File: src/rtl/rv_data_access_sched.sv
// rv_data_access_sched: per-bank scheduler in front of the line-wide single-port cache data store.
//
// After reset, and again after a flush, the scheduler first runs a zeroing sweep over every line.
// Once the sweep is done it grants at most one of two sources per cycle: memory fill responses or
// core read/write requests. Read data is registered into a one-entry response buffer that has
// valid/ready backpressure.
//
// Ports:
//   clk, reset          clock and asynchronous active-low reset
//   flush               one-cycle pulse that restarts the zeroing sweep
//   init_done           high once the sweep is complete and requests are accepted
//   fill_*              memory fill request (valid/ready handshake, line address, full line data)
//   core_*              core request (valid/ready handshake, rw, line, word, byte enables,
//                       write data, tag)
//   rsp_*               read response (valid/ready handshake, tag, data word)
//   da_*                data-store command port; at most one strobe is high per cycle;
//                       da_read_data returns in the same cycle as da_read
module rv_data_access_sched #(
    parameter int unsigned NUM_LINES      = 64,
    parameter int unsigned LINE_SEL_BITS  = 6,
    parameter int unsigned WORDS_PER_LINE = 16,
    parameter int unsigned WORD_SEL_BITS  = 4,
    parameter int unsigned WORD_SIZE      = 4,
    parameter int unsigned TAG_WIDTH      = 8,
    parameter int unsigned FILL_BURST     = 4
) (
    input  logic                                  clk,
    input  logic                                  reset,
    input  logic                                  flush,
    output logic                                  init_done,

    input  logic                                  fill_valid,
    output logic                                  fill_ready,
    input  logic [LINE_SEL_BITS-1:0]              fill_addr,
    input  logic [WORDS_PER_LINE*WORD_SIZE*8-1:0] fill_data,

    input  logic                                  core_valid,
    output logic                                  core_ready,
    input  logic                                  core_rw,
    input  logic [LINE_SEL_BITS-1:0]              core_addr,
    input  logic [WORD_SEL_BITS-1:0]              core_wsel,
    input  logic [WORD_SIZE-1:0]                  core_byteen,
    input  logic [WORD_SIZE*8-1:0]                core_wdata,
    input  logic [TAG_WIDTH-1:0]                  core_tag,

    output logic                                  rsp_valid,
    input  logic                                  rsp_ready,
    output logic [TAG_WIDTH-1:0]                  rsp_tag,
    output logic [WORD_SIZE*8-1:0]                rsp_data,

    output logic                                  da_read,
    output logic                                  da_write,
    output logic                                  da_fill,
    output logic [LINE_SEL_BITS-1:0]              da_addr,
    output logic [WORD_SEL_BITS-1:0]              da_wsel,
    output logic [WORD_SIZE-1:0]                  da_byteen,
    output logic [WORD_SIZE*8-1:0]                da_wdata,
    output logic [WORDS_PER_LINE*WORD_SIZE*8-1:0] da_fill_data,
    input  logic [WORD_SIZE*8-1:0]                da_read_data
);

    localparam int unsigned BURST_W = $clog2(FILL_BURST + 1);

    typedef enum logic [0:0] {StInit, StRun} state_e;

    state_e                   state_q, state_d;
    logic [LINE_SEL_BITS-1:0] sweep_q, sweep_d;
    logic [BURST_W-1:0]       burst_q, burst_d;
    logic                     rsp_valid_q, rsp_valid_d;
    logic [TAG_WIDTH-1:0]     rsp_tag_q, rsp_tag_d;
    logic [WORD_SIZE*8-1:0]   rsp_data_q, rsp_data_d;

    logic run;
    logic burst_full;
    logic core_ok;
    logic core_elig;
    logic core_gnt;
    logic fill_gnt;

    // Grant logic. Neither ready looks at its own valid, so the consumer may rely on
    // ready being meaningful before it raises valid.
    always_comb begin
        run        = (state_q == StRun);
        burst_full = (burst_q == BURST_W'(FILL_BURST));
        // Writes never produce a response, so only reads wait for buffer space.
        core_ok    = core_rw | ~rsp_valid_q | rsp_ready;
        core_elig  = core_valid & core_ok;

        // reset is folded in so every strobe drops the moment reset is asserted.
        core_ready = reset & run & core_ok & (~fill_valid | burst_full);
        fill_ready = reset & run & ~(core_elig & burst_full);
        core_gnt   = core_valid & core_ready;
        fill_gnt   = fill_valid & fill_ready;

        da_fill    = (reset & ~run) | fill_gnt;
        da_read    = core_gnt & ~core_rw;
        da_write   = core_gnt & core_rw;

        if (!run) begin
            da_addr = sweep_q;
        end else if (fill_gnt) begin
            da_addr = fill_addr;
        end else begin
            da_addr = core_addr;
        end
        da_fill_data = run ? fill_data : '0;
        da_wsel      = core_wsel;
        da_byteen    = core_byteen;
        da_wdata     = core_wdata;
    end

    // Sweep and fill-burst bookkeeping.
    always_comb begin
        state_d = state_q;
        sweep_d = sweep_q;
        burst_d = burst_q;
        unique case (state_q)
            StInit: begin
                burst_d = '0;
                if (flush) begin
                    sweep_d = '0;
                end else if (sweep_q == LINE_SEL_BITS'(NUM_LINES - 1)) begin
                    state_d = StRun;
                    sweep_d = '0;
                end else begin
                    sweep_d = sweep_q + LINE_SEL_BITS'(1);
                end
            end
            StRun: begin
                // The burst counter only measures how long an eligible core request has
                // been passed over by fills.
                if (core_gnt || !core_elig) begin
                    burst_d = '0;
                end else if (fill_gnt) begin
                    burst_d = burst_q + BURST_W'(1);
                end
                if (flush) begin
                    state_d = StInit;
                    sweep_d = '0;
                    burst_d = '0;
                end
            end
            default: begin
                state_d = StInit;
                sweep_d = '0;
                burst_d = '0;
            end
        endcase
    end

    // One-entry response buffer; a drain and a new read in the same cycle keep it full.
    always_comb begin
        rsp_valid_d = rsp_valid_q;
        rsp_tag_d   = rsp_tag_q;
        rsp_data_d  = rsp_data_q;
        if (da_read) begin
            rsp_valid_d = 1'b1;
            rsp_tag_d   = core_tag;
            rsp_data_d  = da_read_data;
        end else if (rsp_ready) begin
            rsp_valid_d = 1'b0;
        end
    end

    always_ff @(posedge clk or negedge reset) begin
        if (!reset) begin
            state_q     <= StInit;
            sweep_q     <= '0;
            burst_q     <= '0;
            rsp_valid_q <= 1'b0;
            rsp_tag_q   <= '0;
            rsp_data_q  <= '0;
        end else begin
            state_q     <= state_d;
            sweep_q     <= sweep_d;
            burst_q     <= burst_d;
            rsp_valid_q <= rsp_valid_d;
            rsp_tag_q   <= rsp_tag_d;
            rsp_data_q  <= rsp_data_d;
        end
    end

    assign init_done = run;
    assign rsp_valid = rsp_valid_q;
    assign rsp_tag   = rsp_tag_q;
    assign rsp_data  = rsp_data_q;

endmodule

File: config.mk
export PLATFORM = sky130hd
export DESIGN_NAME = rv_data_access_sched
export DESIGN_NICKNAME = d
export VERILOG_FILES = /design/src/rtl/rv_data_access_sched.sv
export SDC_FILE = /design/constraint.sdc
export NUM_CORES = 1
export LEC_CHECK = 0
export BUFFER_PORTS_ARGS = -buffer_cell sky130_fd_sc_hd__buf_2
export CAP_MARGIN = 10
export CORE_AREA = 2 2 475 477
export CTS_BUF_LIST = sky130_fd_sc_hd__clkbuf_4 sky130_fd_sc_hd__clkbuf_8
export CTS_CLUSTER_DIAMETER = 40
export CTS_CLUSTER_SIZE = 14
export DETAILED_ROUTE_END_ITERATION = 8
export DIE_AREA = 0 0 477 479
export PLACE_DENSITY_LB_ADDON = 0.25
export SYNTH_ARGS = -nofsm -noshare
export SYNTH_HDL_FRONTEND = slang
export SYNTH_SLANG_ARGS = --single-unit
File: constraint.sdc
create_clock -name clk -period 2.05 [get_ports clk]
set_input_delay 0.205 -clock clk [delete_from_list [all_inputs] [get_ports clk]]
set_output_delay 0.205 -clock clk [all_outputs]
set_load 0.01 [all_outputs]
* Yosys cells after proc, flatten, opt, wreduce, memory -nomap -nowiden *
Index checks and enable logic that the tools add are counted.

cells by class
  $add $sub $neg = 2
  eq/ne operators = 4
  muxes and demuxes = 17
  bitwise logic cells = 20
  reduce and logical (&&, ||, !) cells = 3

operators by type and width
  operator                                               count
  2-to-1 mux 512 bit                                     1
  2-to-1 mux 6 bit                                       5
  one-hot mux 6 bit (2 select lines)                     1
  bitwise AND 1 bit                                      11
  2-to-1 mux 3 bit                                       3
  adder 6 x 1 -> 6 bit, second input constant            1
  equality test 6 bit, second input constant             1
  one-hot mux 3 bit (2 select lines)                     1
  2-to-1 mux 1 bit                                       5
  inverter 1 bit                                         5
  inequality test 4 x 2 -> 1 bit, second input constant  1
  bitwise OR 1 bit                                       4
  adder 3 x 1 -> 3 bit, second input constant            1
  equality test 3 bit, second input constant             1
  inequality test 2 bit, second input constant           1
  one-hot mux 1 bit (2 select lines)                     1
  nonzero test 2 bit                                     1
  logical NOT 1 bit                                      1
  logical OR 1 bit                                       1

storage, ports and cells
  bits in registers = 51
  input port bits = 611
  output and inout port bits = 605
  logic and storage cells = 52

* Longest topological paths before layout *
  depth in word-level cells = 12
  mapped depth = 6
  mapped depth without buffers = 5

* Least setup slack after synthesis *
No wires, ideal clock.

  path type = reg-to-reg
  start = register burst_q[1]
  end = register rsp_data_q[29], in the netlist rsp_data[29]
  setup time = 125 ps
  data arrival time = 1696 ps
  data required time = 1925 ps
  setup slack = 229 ps
  cell stages (with the launch flop) = 7
  buffers on the path = 1
  period minus slack after synthesis = 1821 ps
  cell sequence = dfrtp_1 -> inv_1 -> ha_1 -> a21boi_2 -> nor4_4 -> buf_6 -> mux2_2

between the ends
  cells in the longest elaborated chain, start to end = 5

RTL lines
  item                      RTL line  text
  start: declaration        68        logic [BURST_W-1:0] burst_q, burst_d;
  start signal: assignment  176       burst_q <= burst_d;
  equality test 3 bit       84        burst_full = (burst_q == BURST_W'(FILL_BURST));
  bitwise OR 1 bit          90        core_ready = reset & run & core_ok & (~fill_valid | burst_full);
  bitwise AND 1 bit         90
  bitwise AND 1 bit         92        core_gnt = core_valid & core_ready;
  bitwise AND 1 bit         96        da_read = core_gnt & ~core_rw;
  net da_read               51        output logic da_read,
  end signal: assignment    179       rsp_data_q <= rsp_data_d;
  end: declaration          71        logic [WORD_SIZE*8-1:0] rsp_data_q, rsp_data_d;

The timed path passes the listed nets, and every way through them passes these cells.
A chain may end at the register's enable or synchronous reset.

* Worst setup path after layout *
  start = register state_q, in the netlist init_done
  end = output da_fill_data[361]

between the ends
  cells in the longest elaborated chain, start to end = 1

RTL lines
  item                      RTL line  text
  start: declaration        66        state_e state_q, state_d;
  start signal: assignment  167       state_q <= StInit;
  start signal: assignment  174       state_q <= state_d;
  2-to-1 mux 512 bit        106       da_fill_data = run ? fill_data : '0;
  end: declaration          58        output logic [WORDS_PER_LINE*WORD_SIZE*8-1:0] da_fill_data,

Every way passes these cells.

==> results_dict.tcl <==
set metrics [dict create \
    status "complete, but fails checks" \
    violations "negative setup slack" \
    endpoint_kind "primary output" \
    port_buffers 1135 \
    postSynthAreaPerCell_sq_um 7.64 \
    async_flop_share_pct 100 \
    clock_sinks 51 \
    clk_pin_slew_worst_paths_ns 0.12 \
    grt_max_degree 62 \
    tightest_slew_ns 0.414 \
    wl_met2_mm 84.7 \
    setup_viol 160 \
    cp_num_buf_inv 5 \
    p_leak_nw 9.58 \
    fin_util_pct 8.86 \
    rows 174 \
    place_congestion 0.994 \
    drt_wl_total_mm 195 \
    crit_chain "buf_16 > buf_16 > buf_16 > clkbuf_16 > and2_4 > buf_6" \
    syn_area_sq_um 6110 \
    ir_drop_uv 308 \
    ant_nets 0 \
    yosysWarningCount 0 \
    drv_cap 0 \
    startpoint_type "flop" \
    cts_root_buf "clkbuf_8" \
    first_pass_iters 5 \
    powerDensity_nw_per_um2 132 \
    pre_cts_ws_ns 0.0906 \
    grt_pass1_vias 11700 \
    fp.coreArea_sq_um 224000 \
    layout_common_cells "886 x buf_2, 331 x and2_1, 210 x buf_6, 182 x and2_4, 56 x buf_4" \
    layout_commonest_cell "buf_2" \
    clockBufferDepth 2 \
    yosysUniqueCellTypes 40 \
    die_h_um 479 \
    die_area_sq_um 228000 \
    numCtsBuffers 5 \
    syn_nets 1414 \
    yosysSeqAreaShare_pct 20.9 \
    period_share_pct 105 \
    crit_path_max_incr_delay_ns 0.55 \
    ys.flop_type "dfrtp_1" \
    met1Wirelength_mm 61.8 \
    finalCriticalPeriod_ns 2.15 \
    cp_top_family "buffers and inverters" \
    wl_per_cell_um 38.5 \
    met3_length_mm 41.9 \
    slowest_stage "dfrtp_4" \
    final_max_slew_viol_count 0 \
    ios 1216 \
    finalSetupTns_ns -6.72 \
    setup_ws_ns -0.105 \
    htreeDepth 2 \
    vias_per_cell 2.54 \
    layout-drive-gt1-share_pct 76.9 \
    start_util_pct 2.73 \
    arrival_ns 1.95 \
    synthCells 800 \
    relSlewSlack_pct 72.4 \
    drc_errors 0 \
    cts_tree "yes" \
    crit_required_ns 1.85 \
    synth-edff-count 0 \
    cp_max_fo 8 \
    hold-worst-slack_ns 0.0506 \
    rsz0062_at_grt "yes" \
    nets 2570 \
    hp-class "in -> reg" \
    vias 12900 \
    drt_iter0_markers 411 \
    area_growth_pct 224 \
    crit_path_frequent_cell "buf_16" \
    overflow 0 \
    fmax_ghz 0.464 \
    antenna_found_initial 432 \
    dp_hpwl_mm 171 \
    top_layer_used "met5" \
    clock-skew-final_ns 0.0134 \
    critical_path_class "reg -> out" \
    synth_seq_cells 51 \
    track_usage_pct 15.8 \
    grt_pass1_wl_mm 214 \
    worstSkewPairLatency_ns 0.38 \
    die_w_um 477 \
    hold_viol_final 0 \
]
==> layer usage <==
metal | vias up | global-route usage (%)
met3 | 561 | 16.2
met4 | 292 | 2.95
met2 | 1314 | 24.6
met1 | 5759 | 14.4
met5 | - | 0
li1 | 4946 | -
==> synthesized netlist by cell type (3+ instances only) <==
cell type,number,share of area [%]
and2_1,513,52
clkbuf_1,62,3.8
dfrtp_1,51,21
buf_4,40,4.9
mux2_2,37,6.8
inv_1,9,0.55
nand2_1,9,0.55
nor3_1,8,0.65
a211o_1,6,0.86
a21oi_1,6,0.49
o22ai_1,6,0.61
and3_1,4,0.41
buf_6,4,0.74
nor2_1,4,0.25
ha_1,3,0.61
mux2_1,3,0.55
nand3_1,3,0.25
o2111ai_1,3,0.43
==> final timing paths <==
path,from,to,slack [ns],depth (start not counted)
worst min register to register,rsp_data[7],rsp_data[7],0.49,1
worst max-delay path,init_done,da_fill_data[361],-0.10,6
worst max register to register,rsp_valid,rsp_tag[7],0.09,7
min in group asynchronous,reset,rsp_valid,0.18,3
max in group asynchronous,reset,rsp_data[17],1.00,3
worst min-delay path,da_read_data[9],rsp_data[9],0.05,2
==> timing repair <==
item                       in CTS  in global routing
gates resized for setup       160                506
hold buffers                    4                  0
buffers inserted               25                 10
setup endpoints to repair     491                417
hold endpoints to repair       30                  0
pin swaps                       8                  3
gates cloned                   22                 46
==> registers in the layout, summed over array words and instances (netlist names) <==
register	flops
rsp_data	32
rsp_tag	8
init_done	1
burst_q	3
sweep_q	6
rsp_valid	1
==> cell type report <==
type / instances / area [sq um]
fill: 26300 / 204000
timing repair buffer: 1255 / 9570
multi-input combinational: 634 / 4810
tap: 2992 / 3740
sequential: 51 / 1280
antenna: 115 / 288
clock buffer: 6 / 76.3
inverter: 9 / 33.8
clock inverter: 2 / 12.5
==> cell families (layout without fill, tap and decap cells) <==
| group | count (synthesis) | in the layout | synth area share [%] |
|---|---|---|---|
| xor gates and xnor gates | 1 | 1 | 0.143 |
| buffers and inverters | 115 | 1272 | 10.0 |
| DFF | 51 | 51 | 20.9 |
| and+or+nand+nor | 557 | 557 | 56.8 |
| adders and majority gates | 3 | 3 | 0.614 |
| AOI/OAI and AO/OA | 31 | 31 | 3.89 |
| muxes | 42 | 42 | 7.69 |
| other | 0 | 115 | 0 |
==> through the flow <==
stage,total power (W),instance area (sq um),std cells
5_1_grt,0.00280,19700,5008
3_3_place_gp,0.00190,15500,4840
2_1_floorplan,0.00119,6110,800
3_5_place_dp,0.00191,15500,4840
4_1_cts,0.00272,17000,4899
6_report,0.00261,19800,5064
==> where the power goes <==
| group | leakage, nW | switching (W) | total (W) | internal, W |
|---|---|---|---|---|
| Clock | 0.0453 | 0.000468 | 0.000722 | 0.000255 |
| Sequential | 0.703 | 0.0000172 | 0.00104 | 0.00103 |
| Combinational | 8.83 | 0.000398 | 0.000847 | 0.000449 |
Power figures use the tool's default switching activity.
